`src/rtl/jt053246_dmactl.sv`:
```
// Object-RAM DMA sequencer: copies the sprite table from CPU-side RAM into the even/odd scan RAMs.
// Optional build macro JT053246_DMA_SKIP_EN skips words 1-7 of objects whose word 0 has bit15 clear.
module jt053246_dmactl #(
   parameter int unsigned OBJ46 = 256,
   parameter int unsigned OBJ44 = 128
) (
   input  logic         clk,
   input  logic         rst_n,
   input  logic         pxl2_cen,
   input  logic         k44_en,
   input  logic         dma_en,
   input  logic         dma_trig,
   input  logic         vs,
   output logic [13:1]  dma_addr,
   input  logic [15:0]  dma_data,
   output logic         dma_bsy,
   output logic [11:1]  dma_wr_addr,
   output logic [15:0]  dma_din,
   output logic         dma_wel,
   output logic         dma_weh,
   output logic         flicker
);

   localparam logic [13:1] Words46 = 13'(8 * OBJ46);
   localparam logic [13:1] Words44 = 13'(8 * OBJ44);

   typedef enum logic [1:0] {StIdle, StRead, StCopy} state_e;

   state_e      st_q;
   logic        vs_q, pend_q, k44_q, wr_pend_q, bsy_q, flick_q;
   logic [13:1] addr_q, addr_d;
   logic [11:1] wr_addr_q;
   logic [15:0] din_q;
   logic        start, last, capture;

   assign start   = k44_en ? dma_trig : (vs & ~vs_q & dma_en);
   // The read address doubles as the word counter: it reaches N once every word is captured.
   assign last    = addr_q == (k44_q ? Words44 : Words46);
   assign capture = pxl2_cen & ((st_q == StRead) | ((st_q == StCopy) & ~last));

`ifdef JT053246_DMA_SKIP_EN
   // A disabled object (word 0 bit15 low) jumps straight to the next object base.
   always_comb begin
      addr_d = addr_q + 13'd1;
      if (addr_q[3:1] == 3'd0 && !dma_data[15]) addr_d = addr_q + 13'd8;
   end
`else
   assign addr_d = addr_q + 13'd1;
`endif

   always_ff @(posedge clk or negedge rst_n) begin
      if (!rst_n) begin
         st_q      <= StIdle;
         vs_q      <= 1'b0;
         pend_q    <= 1'b0;
         k44_q     <= 1'b0;
         wr_pend_q <= 1'b0;
         bsy_q     <= 1'b0;
         flick_q   <= 1'b0;
         addr_q    <= '0;
         wr_addr_q <= '0;
         din_q     <= '0;
      end else begin
         vs_q <= vs;
         if (capture) begin
            din_q     <= dma_data;
            wr_addr_q <= addr_q[11:1];
            addr_q    <= addr_d;
            wr_pend_q <= 1'b1;
         end
         case (st_q)
            StIdle: begin
               if (pxl2_cen) begin
                  if (start || pend_q) begin
                     st_q   <= StRead;
                     addr_q <= '0;
                     bsy_q  <= 1'b1;
                     k44_q  <= k44_en;
                     pend_q <= 1'b0;
                  end
               end else if (start) begin
                  pend_q <= 1'b1;
               end
            end
            StRead: begin
               if (pxl2_cen) st_q <= StCopy;
            end
            StCopy: begin
               // Final tick only flushes the last captured word.
               if (pxl2_cen && last) begin
                  st_q      <= StIdle;
                  bsy_q     <= 1'b0;
                  wr_pend_q <= 1'b0;
                  flick_q   <= ~flick_q;
               end
            end
            default: st_q <= StIdle;
         endcase
      end
   end

   assign dma_addr    = addr_q;
   assign dma_bsy     = bsy_q;
   assign dma_wr_addr = wr_addr_q;
   assign dma_din     = din_q;
   assign flicker     = flick_q;
   assign dma_wel     = pxl2_cen & wr_pend_q & ~wr_addr_q[1];
   assign dma_weh     = pxl2_cen & wr_pend_q & wr_addr_q[1];

endmodule

```
`config.mk`:
```
export PLATFORM = sky130hd
export DESIGN_NAME = jt053246_dmactl
export DESIGN_NICKNAME = d
export VERILOG_FILES = /design/src/rtl/jt053246_dmactl.sv
export SDC_FILE = /design/constraint.sdc
export NUM_CORES = 1
export LEC_CHECK = 0
export CAP_MARGIN = 40
export CORE_ASPECT_RATIO = 0.7
export CORE_MARGIN = 10
export CORE_UTILIZATION = 40
export DETAILED_ROUTE_END_ITERATION = 16
export HOLD_SLACK_MARGIN = 0.15
export PLACE_DENSITY = 0.78
export SLEW_MARGIN = 20
export SYNTH_ARGS = -nofsm -noshare
export SYNTH_HDL_FRONTEND = slang
export SYNTH_SLANG_ARGS = --single-unit
```
`constraint.sdc`:
```
create_clock -name clk -period 3.13 [get_ports clk]
set_clock_uncertainty 0.05 [all_clocks]
set_input_delay 0.4695 -clock clk [delete_from_list [all_inputs] [get_ports clk]]
set_output_delay 0.4695 -clock clk [all_outputs]
set_load 0.05 [all_outputs]
```
# == Word-level counts from Yosys, hierarchy flattened ==
# Cells that the tools add are included.
# word_totals
in_bits,23
output_inout_bits,44
reg_bits,48
# classes
reduce_logical,10
bitwise,12
n_eq_ne,8
n_mux,21
add_sub_neg,1
# ops
operator,n
$mux W13,4
$add A13 B1 Y13 const B,1
$eq A13 B12 Y1,1
$mux W12,1
$mux W1,10
$mux W2,4
$reduce_and A4 Y1,2
$and A1 B1 Y1,7
$ne A2 B2 Y1 const B,3
$pmux W2 S3,1
$reduce_and A3 Y1,2
$ne A2 B1 Y1 const B,2
$not A1 Y1,4
$reduce_bool A2 Y1,2
$eq A2 B1 Y1 const B,1
$eq A2 B2 Y1 const B,1
$logic_not A2 Y1,1
$pmux W1 S2,1
$reduce_and A2 Y1,1
$logic_and A1 B1 Y1,1
$logic_or A1 B1 Y1,1
$or A1 B1 Y1,1

# == Logic depth before layout (Yosys ltp) ==
# Gate-level depths: netlist of the first run.
# depth
word_depth,10
depth_mapped,9

# == Least setup slack after synthesis of the first run ==
# Ideal clock, no wire load.
# synth_path
kind,reg-to-reg
start,register addr_q (netlist bit dma_addr[2])
end,register addr_q (netlist bit dma_addr[11])
slack_ns,0.830
t_arrival_ns,2.172
required_ns,3.002
setup_time_ns,0.078
path_buffers,1
synth_period_minus_slack_ns,2.300
stages_incl_launch_ff,9
path_cell_list,dfrtp_1 > inv_1 > ha_1 > nor4b_1 > o2111a_1 > a21bo_1 > buf_6 > or4_1 > a21oi_1
# synth_via
elab_chain_cells,9
# synth_lines
element,line_no,text
"start, declared",31,"logic [13:1] addr_q, addr_d;"
"start signal, assigned",68,addr_q <= addr_d;
branches (longest 5 deep; another with $add A13 B1 Y13),n/a,
$mux W13 *,65,if (capture) begin
$mux W13,74,if (start || pend_q) begin
$mux W13,73,if (pxl2_cen) begin
$mux W13 *,71,case (st_q)
# Mark *: on every way between the ends.
# A chain may end at the register's enable or synchronous reset.

# == Worst setup path after layout of the first run ==
# layout_path
start,register addr_q (netlist bit dma_addr[2])
end,register wr_addr_q (netlist bit dma_wr_addr[1])
# layout_via
elab_chain_cells,5
# layout_lines
element,line_no,text
$eq A13 B12 Y1,38,assign last = addr_q == (k44_q ? Words44 : Words46);
$not A1 Y1,39,assign capture = pxl2_cen & ((st_q == StRead) | ((st_q == StCopy) & ~last));
$and A1 B1 Y1,39,
$or A1 B1 Y1,39,
$and A1 B1 Y1,39,
"end signal, assigned",67,wr_addr_q <= addr_q[11:1];
"end, declared",32,logic [11:1] wr_addr_q;
# Every way passes these cells.

==> metrics.md, run 1 <==
| Metric | Value |
|---|---|
| Initial antenna violation count | 0 |
| Via/cell ratio | approximately 4.8 |
| Total grt overflow | 0 |
| Psw | approximately 1200 uW |
| Die Y | a little over 80 um |
| CTS tree | built |
| Slowest-stage cell, CP | dfrtp_1 |
| Sequential share of the synthesized area | between 50% and 60% |
| Post-synth EDFFs | 0 |
| Routed vias | about 1800 |
| Area delta synth->final | 39.7% |
| Post-Place Cells | 365 |
| Critical Path RT | roughly 3300 ps |
| Initial core utilization | 40.9% |
| Row count | 22 |
| Largest net degree at the start of global routing | 26 |
| Vias in the first global route | approximately 1800 |
| DRC viols | 0 |
| Fmax | roughly 420 MHz |
| Leakage | about 0.0014 uW |
| CTS H-tree depth | 2 |
| Crit start category | register |
| Crit path cell chain | inv_1, ha_1, nor4b_1, o2111a_1, a21bo_1, buf_4, nand2_1, o21ai_0 |
| CP endpoint kind | register |
| Pwr per Cell Area | roughly 860 nW/um^2 |
| CTS sink count | 48 |
| Most common cell in the synthesized netlist | nand2_1 |
| DRT iter0 DRCs | about 100 |
| CTS root buffer | clkbuf_8 |
| Final Max Slew Viols | 0 |
| Sw Ratio | approximately 47% |
| Yosys top cell area share | between 50 and 60% |
| Slew @ Worst Pin | ~550 ps |
| CORE AREA | ~5200 um^2 |
| First-pass GRT wire length | approximately 9000 um |
| Synth Register Bits | 48 |
| Fin nets | between 300 and 400 |
| Fin crit share | between 70% and 80% |
| Clk buf depth | 2 |
| Post-synthesis cell type count | 37 |
| Die Span X | around 110 um |
| Fraction of layout cells with a size suffix above 1 | about 5.6% |
| Routability cong. | 0.781 |
| Post-CTS Setup Inserts | 0 |
| Critical Path AT | around 2600 ps |
| Slew Limit Headroom | 63.2% |
| Area of the multi-input gates | 860 um^2 |
| Min cycle time layout | roughly 2400 ps |
| Worst min path class | register to register |
| Fin. Hold Viols | 0 |
| Register Area | about 1200 um^2 |
| TritonRoute pass-1 iters | 6 |
| Max-Cap Viols | 0 |
| Max incr delay on CP | around 450 ps |
| # fillers | ~450 |
| Buffers & Inverters on Critical Path | 2 |
| Synth Cell Area | between 2000 and 2500 um^2 |
| Ys async rst share | between 90% and 100% |
| Cell count after synthesis | about 230 |
| PnR worst setup slack | 739 ps |
| Worst-Skew Late Latency | about 300 ps |
| Type of the worst setup path | register to register |
| Sequential share of power | 35.2% |
| Setup WS pre-CTS | ~750 ps |
| Mean Syn Cell Area | about 9 um^2 |
| Syn nets | roughly 260 |
| Ant. Diodes | 0 |
| Total track usage | between 10 and 15% |
| Inserted Clock Buffers | 5 |
| CP top delay family | compound AO/OA/AOI/OAI gates |
| Boundary pin count | 67 |
| Worst Path Max Fanout | 24 |
| Clock-pin transition on the worst setup and hold timing paths | about 80 ps |
| Worst VDD drop | roughly 0.00062 V |
| Finish-stage setup viols | 0 |
| Area leader, netlist | dfrtp_1 |
| Cell Count, Final, Fillers Out | 374 |
| DP HPWL | 4030 um |
| Top_reg_cell synth | dfrtp_1 |
| Setup TNS | 0 ps |
| Synth Warn # | 0 |
| Unrepaired setup endpoints after global routing | false |
| Status | finished clean |
| Port Buf Inserts | 66 |
| Top post-synthesis cells by area | dfrtp_1, nand2_1, nor2_1 |
| Synth cell count leaders | nand2_1, dfrtp_1, nor2_1 |
| WL/cell | 14.2 um |
| Clock power frac | about 15% |
| Post-route ant nets | 0 |
| Total Die Area | a little under 9000 um^2 |
| Hold WS | between 400 and 500 ps |
| Design internal power | between 1000 and 1500 uW |
| DRT Wirelength | roughly 5300 um |
| Comb pwr share | approximately half |
-- cell usage in the layout (no fill, tap or decap), types with 2 or more instances in the layout --
cell type,count
a211oi_1,2
a21oi_1,5
and2_1,3
and3_1,3
and4_1,2
buf_4,6
clkbuf_8,6
clkdlybuf4s50_1,63
clkinv_2,2
dfrtp_1,48
ha_1,2
inv_1,4
nand2_1,88
nand2b_1,2
nand3_1,8
nand4_1,3
nor2_1,15
o21ai_0,9
or3_1,2
xnor2_1,3
xor2_1,6
-- sequential cells by signal, indices dropped and copies added, names as in the netlist --
name	cells
flicker	1
dma_addr	13
dma_bsy	1
dma_din	16
pend_q	1
dma_wr_addr	11
st_q	2
wr_pend_q	1
vs_q	1
k44_q	1
-- cells by family after synthesis --
kind of cell | synth area share (%)
AND/OR/NAND/NOR | 27.1
flip-flops | 56.5
AO/OA/AOI/OAI | 7.83
buffers and inverters | 3.24
XOR/XNOR | 3.71
adder cells (fa/ha/maj) | 1.18
multiplexers | 0.471
-- final cells by class --
type                       count  share of cell area, %
sequential                    48                   40.5
multi-input combinational    170                   29.0
timing repair buffer          72                   23.9
tap                           72                   3.03
clock buffer                   6                   2.78
inverter                       4                  0.506
clock inverter                 2                  0.337
-- through the flow --
stage | area [um^2] | power [uW] | util [%]
2_1_floorplan | 2130 | 1760 | -
3_3_place_gp | 2850 | 2180 | 54.7
3_5_place_dp | 2870 | 2210 | 55.1
4_1_cts | 2970 | 2590 | 57.1
5_1_grt | 2970 | 2750 | 57.1
6_report | 2970 | 2560 | 57.1
-- per-layer routing --
metal	vias to the layer above	GRT usage, %	wire (um)
met5	-	0	0
met4	0	4.04	51
met3	5	7.35	680
met2	66	17.2	2110
met1	835	16.7	2460
li1	897	-	-
-- power groups by stage --
stage	clock network, uW	logic, uW	registers (uW)
after CTS	391	1300	902
final	376	1280	901
after detailed placement	0	1300	911
after global routing	425	1390	928
after floorplan	0	420	1340
after global placement	0	1280	902
-- path summary, 6_finish.rpt --
check                                  from              to  slack (ps)  depth (start not counted)
worst max-delay path            dma_addr[2]  dma_wr_addr[1]         740                          8
max in group asynchronous             rst_n     dma_din[13]        1860                          3
worst min-delay path                flicker         flicker         430                          1
worst max register to register  dma_addr[2]  dma_wr_addr[1]         740                          8
min in group asynchronous             rst_n    dma_addr[13]         640                          2
worst min register to register      flicker         flicker         430                          1
-- timing repair --
item                                   4_1_cts  5_1_grt
hold buffers                                 1        0
endpoints found under the hold margin       23        0
resized for setup                            0        0
Note: power is estimated with default switching activity, not from simulation.
==> run 2: changes to the inputs <==
--- a/config.mk
+++ b/config.mk
@@ -11,7 +11,7 @@
 export CORE_UTILIZATION = 40
 export DETAILED_ROUTE_END_ITERATION = 16
 export HOLD_SLACK_MARGIN = 0.15
-export PLACE_DENSITY = 0.78
+export PLACE_DENSITY = 0.81
 export SLEW_MARGIN = 20
 export SYNTH_ARGS = -nofsm -noshare
 export SYNTH_HDL_FRONTEND = slang
==> constraint.sdc (replaced) <==
create_clock -name clk -period 2.1 [get_ports clk]
set_clock_uncertainty 0.05 [all_clocks]
set_input_delay 0.315 -clock clk [delete_from_list [all_inputs] [get_ports clk]]
set_output_delay 0.315 -clock clk [all_outputs]
set_load 0.05 [all_outputs]
==> run 2 against run 1 <==
Against the previous run: worst setup slack got worse by 660 ps; sequential power rose by 49%; clock power rose by 74%; non-clock buffer count rose by 9; cell count rose by 2.4%; register-to-register slack got worse by 620 ps; largest cell class unchanged; power rose by 59%; hold slack got worse by 2.7 ps; sequential share of layout area fell by 1.6 points.
==> metrics.md, run 2 (synthesis gave the netlist of run 1 again) <==
| Metric | Value |
|---|---|
| Post-route ant nets | 0 (unchanged) |
| Slowest-stage cell, CP | clkdlybuf4s50_1 |
| CP endpoint kind | output port |
| Fin crit share | a little over nine tenths |
| Pwr per Cell Area | 1310 nW/um^2 (+52%) |
| Fin area | 3100 um^2 (+4.6%) |
| CTS root buffer | clkbuf_8 |
| Worst VDD drop | 0.000740 V (+19%) |
| Hold WS | 423 ps (-2.69 ps) |
| Comb pwr share | 50.8% (+0.7 points) |
| CP startpoint | dma_addr[7] |
| Boundary pin count | 67 (unchanged) |
| Total track usage | 13.4% (+0.62 points) |
| Critical Path AT | 1660 ps (-890 ps) |
| Slew Limit Headroom | 64.1% (+0.86 points) |
| Unrepaired setup endpoints after global routing | true |
| CTS tree | built |
| Status | finished clean |
| Via/cell ratio | 4.87 (+1.1%) |
| Worst-Skew Late Latency | 290 ps (about the same) |
| Clock power frac | 16.1% (+1.4 points) |
| Sw Ratio | 45.1% (-1.6 points) |
| Cell Count, Final, Fillers Out | 383 (+2.4%) |
| Total power | 4060 uW (+59%) |
| First-pass GRT wire length | 9380 um (+6.4%) |
| Psw | 1830 uW (+53%) |
| # fillers | 456 (+0.66%) |
| CORE AREA | 5200 um^2 (unchanged) |
| Fraction of layout cells with a size suffix above 1 | 10.9% (+5.3 points) |
| Fmax | a little under 500 MHz |
| Total Die Area | 8680 um^2 (unchanged) |
| Initial antenna violation count | 0 (unchanged) |
| Worst min path class | register to register |
| RR Startpoint | dma_addr[2] |
| Most frequent cells in the layout | nand2_1, clkdlybuf4s50_1, dfrtp_1 |
| Slew @ Worst Pin | 537 ps (-14.6 ps) |
| Die Y | 81.0 um (unchanged) |
| Max incr delay on CP | 860 ps (+410 ps) |
| Design internal power | 2230 uW (+63%) |
| Area delta synth->final | 46.0% |
| Largest register FFs | 16 (unchanged) |
| Initial core utilization | 40.9% (unchanged) |
| Total grt overflow | 0 (unchanged) |
| DRC viols | 0 (unchanged) |
| Worst Path Max Fanout | 7 (-71%) |
| DRT Wirelength | 5660 um (+6.7%) |
| DP HPWL | 4280 um (+6.2%) |
| Inserted Clock Buffers | 5 (unchanged) |
| Vias in the first global route | 1939 (+10%) |
| Finish-stage setup viols | 0 (unchanged) |
| Fin. Hold Viols | 0 (unchanged) |
| Type of the worst setup path | register to output port |
| CP top delay family | buffers and inverters |
| Clock-pin transition on the worst setup and hold timing paths | 90 ps (about the same) |
| Most common cell after layout, fill and taps aside | nand2_1 |
| Leakage | 0.00145 uW (+3.8%) |
| WL/cell | 14.8 um (+4.2%) |
| TritonRoute pass-1 iters | 4 (-2) |
| Layout Utilization | 59.7% (+2.6 points) |
| Die Span X | 107 um (unchanged) |
| Ant. Diodes | 0 (unchanged) |
| Crit start category | register |
| Buffers & Inverters on Critical Path | 1 (-1) |
| Final Max Slew Viols | 0 (unchanged) |
| Max-Cap Viols | 0 (unchanged) |
| Critical Path RT | 1740 ps (-1550 ps) |
| Port Buf Inserts | 66 (unchanged) |
| Sequential share of power | 33.1% (-2.1 points) |
| DRT iter0 DRCs | 64 (-38%) |
| Clk buf depth | 2 (unchanged) |
| Placed Area | 2970 um^2 (+3.7%) |
| Routed vias | 1866 (+3.5%) |
| Row count | 22 (unchanged) |
| Fin nets | 335 (+2.8%) |
| CTS sink count | 48 (unchanged) |
| Largest net degree at the start of global routing | 29 (+12%) |
| Crit path cell chain | clkdlybuf4s50_1 |
| CTS H-tree depth | 2 (unchanged) |
| Hold path start | flicker |
| Routability cong. | 0.801 (+2.6%) |
| Min cycle time layout | 2020 ps |
| Post-Place Cells | 373 (+2.2%) |
[run 2: power groups by stage]
stage	clock (uW)	sequential, uW	combinational, uW
after detailed placement	0	1360	2060
final	655	1340	2060
after floorplan	0	2000	627
after global placement	0	1340	2020
after CTS	673	1340	2060
after global routing	713	1380	2210
[run 2: cell type report]
type,instances,area (um^2),share of cell area (%)
clock buffers,6,72.6,2.34
clock inverters,2,35.0,1.13
inverters,4,15.0,0.484
multi-input cells,170,868,28.0
flip-flops and latches,48,1210,38.9
well taps,72,90.1,2.90
repair buffers,81,816,26.3
[run 2: final timing paths]
kind | endpoint | slack [ps] | depth (start not counted)
max in group asynchronous | dma_addr[3] | 1000 | 3
worst max-delay path | dma_addr[7] | 80 | 1
worst min-delay path | flicker | 420 | 1
min in group asynchronous | vs_q | 470 | 2
worst max register to register | dma_addr[1] | 120 | 8
worst min register to register | flicker | 420 | 1
[run 2: what timing repair did]
item	CTS	global route
hold buffers	1	0
resized for setup	0	1
setup buffers	0	1
hold endpoints to repair	20	0
endpoints found under the setup margin	0	2
[run 2: through the flow]
stage | setup slack [ps] | TNS [ps]
finish | 77.0 | 0
global route | -8.65 | -10.1
CTS | 68.1 | 0
detailed placement | 169 | 0
global placement | 205 | 0
floorplan | 3.59 | 0
[run 2: layer usage]
layer  track usage [%]  vias up  share of wire [%]
met5                 0        -                  0
met4              3.37        0               0.60
met3              6.96        4                 11
met2              19.5       54                 43
met1              17.0      892                 46
li1                  -      916                  -
==> run 3: changes to the inputs <==
--- a/config.mk
+++ b/config.mk
@@ -5,6 +5,7 @@
 export SDC_FILE = /design/constraint.sdc
 export NUM_CORES = 1
 export LEC_CHECK = 0
+export ABC_CLOCK_PERIOD_IN_PS = 2100
 export CAP_MARGIN = 40
 export CORE_ASPECT_RATIO = 0.7
 export CORE_MARGIN = 10
==> results of run 3 <==
The final DEF is identical to that of run 2; final timing and power are the same.
